## src/rtl/pipe_stage_reg.sv

```systemverilog
// Inter-stage pipeline register: 1-cycle latency, valid/ready stall, sync flush, optional skid slot.
// Backpressure: SKID=1 gives a registered-state in_ready (two entries); SKID=0 gives a combinational in_ready.
module pipe_stage_reg #(
  parameter int DATA_W = 32,
  parameter int CTRL_W = 16,
  parameter int SKID   = 1,
  parameter int CNT_W  = 16
) (
  input  logic              clk,
  input  logic              clr,
  input  logic              flush,
  input  logic              in_valid,
  output logic              in_ready,
  input  logic [CTRL_W-1:0] in_ctrl,
  input  logic [DATA_W-1:0] in_data,
  output logic              out_valid,
  input  logic              out_ready,
  output logic [CTRL_W-1:0] out_ctrl,
  output logic [DATA_W-1:0] out_data,
  output logic [CNT_W-1:0]  stall_cnt,
  output logic [CNT_W-1:0]  bubble_cnt
);

  typedef enum logic [1:0] {
    EMPTY = 2'd0,
    ONE   = 2'd1,
    TWO   = 2'd2
  } state_t;

  localparam logic [CNT_W-1:0] CNT_MAX = '1;

  state_t            state;
  logic [CTRL_W-1:0] main_ctrl;
  logic [CTRL_W-1:0] skid_ctrl;
  logic [DATA_W-1:0] main_data;
  logic [DATA_W-1:0] skid_data;
  logic              in_fire;
  logic              out_fire;

  assign out_valid = (state != EMPTY);
  // Control is forced to zero on an empty slot so a bubble never carries a write-enable.
  assign out_ctrl  = out_valid ? main_ctrl : '0;
  assign out_data  = main_data;

  generate
    if (SKID != 0) begin : g_skid
      assign in_ready = (state != TWO) & ~flush & ~clr;
    end else begin : g_single
      assign in_ready = (~out_valid | out_ready) & ~flush & ~clr;
    end
  endgenerate

  assign in_fire  = in_valid & in_ready;
  assign out_fire = out_valid & out_ready;

  always_ff @(posedge clk) begin
    if (clr) begin
      state      <= EMPTY;
      main_ctrl  <= '0;
      main_data  <= '0;
      skid_ctrl  <= '0;
      skid_data  <= '0;
      stall_cnt  <= '0;
      bubble_cnt <= '0;
    end else begin
      // Counters look at the outputs as they stood before this edge, flush or not.
      if (out_valid && !out_ready && stall_cnt != CNT_MAX)
        stall_cnt <= stall_cnt + 1'b1;
      if (!out_valid && bubble_cnt != CNT_MAX)
        bubble_cnt <= bubble_cnt + 1'b1;

      if (flush) begin
        state     <= EMPTY;
        main_ctrl <= '0;
        skid_ctrl <= '0;
      end else begin
        case (state)
          EMPTY: begin
            if (in_fire) begin
              state     <= ONE;
              main_ctrl <= in_ctrl;
              main_data <= in_data;
            end
          end
          ONE: begin
            if (in_fire && out_fire) begin
              main_ctrl <= in_ctrl;
              main_data <= in_data;
            end else if (in_fire) begin
              state     <= TWO;
              skid_ctrl <= in_ctrl;
              skid_data <= in_data;
            end else if (out_fire) begin
              state     <= EMPTY;
              main_ctrl <= '0;
            end
          end
          TWO: begin
            if (out_fire) begin
              state     <= ONE;
              main_ctrl <= skid_ctrl;
              main_data <= skid_data;
              skid_ctrl <= '0;
            end
          end
          default: state <= EMPTY;
        endcase
      end
    end
  end

endmodule

```

## config.mk

```make
export PLATFORM = sky130hd
export DESIGN_NAME = pipe_stage_reg
export DESIGN_NICKNAME = d
export VERILOG_FILES = /design/src/rtl/pipe_stage_reg.sv
export SDC_FILE = /design/constraint.sdc
export NUM_CORES = 1
export LEC_CHECK = 0
export CAP_MARGIN = 20
export CORE_UTILIZATION = 50
export DETAILED_ROUTE_END_ITERATION = 16
export PLACE_DENSITY_LB_ADDON = 0.25
export SYNTH_ARGS = -nofsm -noshare
export SYNTH_HDL_FRONTEND = slang
export SYNTH_SLANG_ARGS = --single-unit
```

## constraint.sdc

```tcl
create_clock -name clk -period 3.15 [get_ports clk]
set_clock_uncertainty 0.05 [all_clocks]
set_input_delay 0.4725 -clock clk [delete_from_list [all_inputs] [get_ports clk]]
set_output_delay 0.4725 -clock clk [all_outputs]
set_load 0.03 [all_outputs]
```

# Yosys cells after proc, flatten, opt, wreduce, memory -nomap -nowiden
# Cells that the tools add are included.
# word_totals
inputBits	53
reg_bits	130
# op_classes
n_addsub	2
n_mux	19
reduce_logical	16
bitwise	7
eq_ne	13
# ops
op	n
$mux 16	7
$mux 32	3
$pmux 32 s3	1
$pmux 16 s3	1
$add 16x1->16 const B	2
$ne 16x16->1 const B	2
$pmux 16 s2	1
$ne 2x2->1 const B	6
$reduce_and 4->1	3
$mux 2	5
$reduce_and 5->1	2
$ne 3x3->1 const B	3
$pmux 2 s3	1
$and 1x1->1	4
$logic_and 1x1->1	4
$reduce_bool 2->1	2
$not 1->1	3
$reduce_bool 3->1	1
$eq 2x1->1 const B	1
$eq 2x2->1 const B	1
$logic_not 1->1	2
$logic_not 2->1	1
$reduce_or 2->1	1

# Logic depth before layout (Yosys ltp)
# logic_depth
depth_word	7
depth_mapped	9

# Worst setup path after synthesis
# Ideal clock, no wire load.
# synth_path
path_type	register -> register
startpoint	register state[0]
endpoint	register stall_cnt[13]
setup_slack_ns	0.793
t_arrival_ns	2.237
required_ns	3.030
path_stages_with_launch	8
path_cell_list	dfxtp_1 -> inv_1 -> ha_1 -> or3b_4 -> or4_1 -> clkbuf_2 -> or4_1 -> a21oi_1
# synth_via
elab_chain_len	3
# synth_rtl
element	line_no	source
from (decl)	32	state_t state;
from (signal assigned)	58	state <= EMPTY;
from (signal assigned)	73	state <= EMPTY;
from (signal assigned)	80	state <= ONE;
$reduce_bool 2->1	40	assign out_valid = (state != EMPTY);
$logic_and 1x1->1 (2 in a row)	67	if (out_valid && !out_ready && stall_cnt != CNT_MAX)
to (signal assigned)	68	stall_cnt <= stall_cnt + 1'b1;
to (decl)	20	output logic [CNT_W-1:0] stall_cnt,
# Every way passes these cells.
# A chain may end at the register's enable or synchronous reset.

# Worst setup path in the final report
# layout_path
startpoint	register state[0]
endpoint	output port out_ctrl[14]
# layout_via
elab_chain_len	2
# layout_rtl
element	line_no	source
$reduce_bool 2->1	40	
$mux 16	42	assign out_ctrl = out_valid ? main_ctrl : '0;
to (decl)	18	output logic [CTRL_W-1:0] out_ctrl,
# Every way passes these cells.

==> summary.md <==
| Metric | Value |
|---|---|
| Run status | `complete, no violations` |
| Critical Path Fanout Max | `38` |
| Area grow syn2layout | `35.15%` |
| Worst-Margin Slew | `834.5 ps` |
| Max Fclk | `350.5 MHz` |
| Startpoint type of the worst setup path | `flop` |
| Total track usage | `26.62%` |
| Peak VDD IR | `429.0 µV` |
| Root buf cell | `clkbuf_16` |
| Syn Nets | `746` |
| Share of cells above drive strength 1 | `7.389%` |
| Via density | `5.934` |
| Routed wire length | `15.60 mm` |
| Int Power | `3.195 mW` |
| Unrepaired setup endpoints after global routing | `false` |
| CTS resizes | `0` |
| Yosys top cell area share | `44.93%` |
| Asr flop ratio synth | `0%` |
| Clock tree buffer depth | `2` |
| CTS tree | `yes` |
| Part of the power in the clock network | `47.4%` |
| Number of global-route vias before repair | `5300` |
| Max_cap viols | `0` |
| Hold_buf cts | `0` |
| Clock period minus worst slack | `2853 ps` |
| GRT overflow | `0` |
| Seq pwr share | `41.5%` |
| Final ANT Viol Nets | `0` |
| Sequential cell area fraction in the yosys report | `44.93%` |
| # IOs | `135` |
| EDFF count, synth | `0` |
| First DRT Iteration DRCs | `429` |
| Psw | `0.9955 mW` |
| Fin. Hold Viols | `0` |
| Design Area, Final | `0.007828 mm²` |
| Lkg Pwr | `2.550 nW` |
| Synth warnings | `0` |
| HPWL Detailed | `10.37 mm` |
| Pwr Total | `4.191 mW` |
| Nets | `860` |
| Mapped Cells | `686` |
| Cell row count | `38` |
| Initial core utilization | `52.28%` |
| Yosys cell types | `49` |
| DIE AREA | `0.01202 mm²` |
| Height of the die | `109.6 µm` |
| Post-synth top area cell | `dfxtp_1` |
| I/O Buffers | `134` |
| DR DRC count | `0` |
| Total core area | `0.01108 mm²` |
| Total CTS buffers | `17` |
| Post-Syn Area | `0.005792 mm²` |
| Synth top area cells | `dfxtp_1 45%, mux2i_1 5.9%, a21oi_1 5.8%, nand2_1 5.1%, a211oi_1 4.4%` |
| Area after DPL | `0.007226 mm²` |
| Clock insertion delay at the later pin of the skew report | `410 ps` |
| Global-route wire length before repair | `24.85 mm` |
| Post-synth top flop | `dfxtp_1` |
| GPL Wtd Cong | `0.9387` |
| DIE WIDTH | `109.6 µm` |
| Pwr per Cell Area | `535.4 mW/mm²` |
| Wirelength per Cell | `16.39 µm` |
| Final setup viols | `0` |
| Worst hold path class | `flop to flop` |
| Initial antenna violation count | `0` |
| Max Slew Vio Count | `0` |
| Slew HR | `43.85%` |
| Clock transition at path regs | `50 ps` |
| Gate power share | `11.1%` |
| CP endpoint kind | `primary output` |
| Crit path DAT | `2330 ps` |
| Clk sinks | `130` |
| Tcrit/Tclk final | `90.58%` |
| Pre-Repair DR Iteration Count | `6` |
| Fillers | `860` |
| H-tree Lvls | `4` |
| Setup TNS | `0 ps` |
| CP Class | `flop to primary output` |
| Switch share | `23.75%` |
| Via count | `5649` |
| # Post-CTS Setup Buffers | `0` |
| Largest net degree at the start of global routing | `61` |
| Seq cells post-synth | `130` |
| Mean post-synth cell area | `8.443 µm²` |
| Number of inserted diodes | `0` |
| Crit path required time | `2630 ps` |
-- cells in the mapped netlist, drive strengths merged (2+ instances only) --
cell type	count
nor4	7
and4	2
nand3	28
mux2	2
buf	13
a311oi	2
o311ai	3
o21ai	22
o211ai	3
or4	9
o41ai	4
a221oi	17
ha	7
nand4	8
and2	3
nand3b	17
mux2i	34
dfxtp	130
a31o	2
nor2b	20
a211oi	34
inv	11
or2	3
and3	6
nand2	79
or3b	2
nor3	12
nand2b	2
nor2	66
or3	7
o31ai	10
a21oi	67
clkbuf	41
o21a	2
-- power by group through the flow --
stage / clock (mW) / sequential, mW / combinational (mW)
3_5_place_dp: 0 / 1.77 / 0.460
4_1_cts: 2.01 / 1.74 / 0.463
6_report: 1.99 / 1.74 / 0.464
5_1_grt: 2.10 / 1.75 / 0.502
3_3_place_gp: 0 / 1.77 / 0.450
2_1_floorplan: 0 / 1.84 / 0.178
-- final timing paths --
kind                                  start                          to  slack (ps)  cells after the start
setup / recovery      state[0]$_SDFFE_PP0P_                out_ctrl[14]         300                      5
hold / removal    skid_data[3]$_SDFFE_PP0P_   skid_data[3]$_SDFFE_PP0P_         400                      2
setup reg to reg      state[0]$_SDFFE_PP0P_  skid_ctrl[14]$_SDFFE_PP0P_         580                      6
hold reg to reg   skid_data[3]$_SDFFE_PP0P_   skid_data[3]$_SDFFE_PP0P_         400                      2
-- cells in the final DEF, fill, tap and decap left out, types with 8 or more instances in the layout --
| master | count |
|---|---|
| or4_1 | 9 |
| a21oi_1 | 67 |
| buf_4 | 15 |
| o31ai_1 | 10 |
| nor3_1 | 12 |
| a221oi_1 | 17 |
| nor2b_1 | 20 |
| inv_1 | 11 |
| clkbuf_16 | 17 |
| nand3b_1 | 17 |
| dfxtp_1 | 130 |
| a211oi_1 | 34 |
| clkdlybuf4s50_1 | 133 |
| o21ai_0 | 22 |
| nand2_1 | 79 |
| mux2i_1 | 34 |
| nand3_1 | 27 |
| nand4_1 | 8 |
| nor2_1 | 66 |
-- sequential cells by signal (all words and copies together) (netlist names) --
| signal | count |
|---|---|
| out_data | 32 |
| skid_data | 32 |
| bubble_cnt | 16 |
| main_ctrl | 16 |
| skid_ctrl | 16 |
| stall_cnt | 16 |
| state | 2 |
-- cell type report --
class	count	area, µm²	share of cell area (%)
timing repair buffer	149	1464	18.70
clock buffer	20	466.7	5.962
clock inverter	11	135.1	1.726
sequential	130	2603	33.25
tap	140	175.2	2.238
multi-input combinational	491	2943	37.60
inverter	11	41.29	0.5275
-- cell families after synthesis --
kind of cell	count (synthesis)	share of synthesized area, %
flops	130	44.93
fa+ha+maj	7	1.512
mux	36	6.265
compound gates	173	19.42
buf+inv	65	4.407
simple gates	275	23.46
-- worst max-delay path, stage by stage (launching register included) --
cell             delay (ps)
dfxtp_1                 390
inv_1                   100
ha_1                    240
buf_4                   260
nor2b_1                 230
clkdlybuf4s50_1         710
-- layer usage --
metal,track usage [%],up-vias,part of all wire [%]
li1,-,2720,-
met1,30.39,2682,42
met2,46.23,218,50
met3,6.580,29,5.7
met4,13.24,0,2.3
met5,0,-,0
-- per-stage QoR --
step | worst slack, ps | hold slack [ps] | std cells | util, %
detailed placement | 423.4 | 398.8 | 921 | 65.22
floorplan | 792.8 | 386.0 | 686 | -
finish | 296.8 | 404.4 | 952 | 70.66
global route | 218.3 | 424.5 | 952 | 70.66
CTS | 303.0 | 406.4 | 952 | 70.66
global placement | 438.9 | 390.8 | 921 | 65.22
No activity file was read; power rests on OpenSTA's default activity.
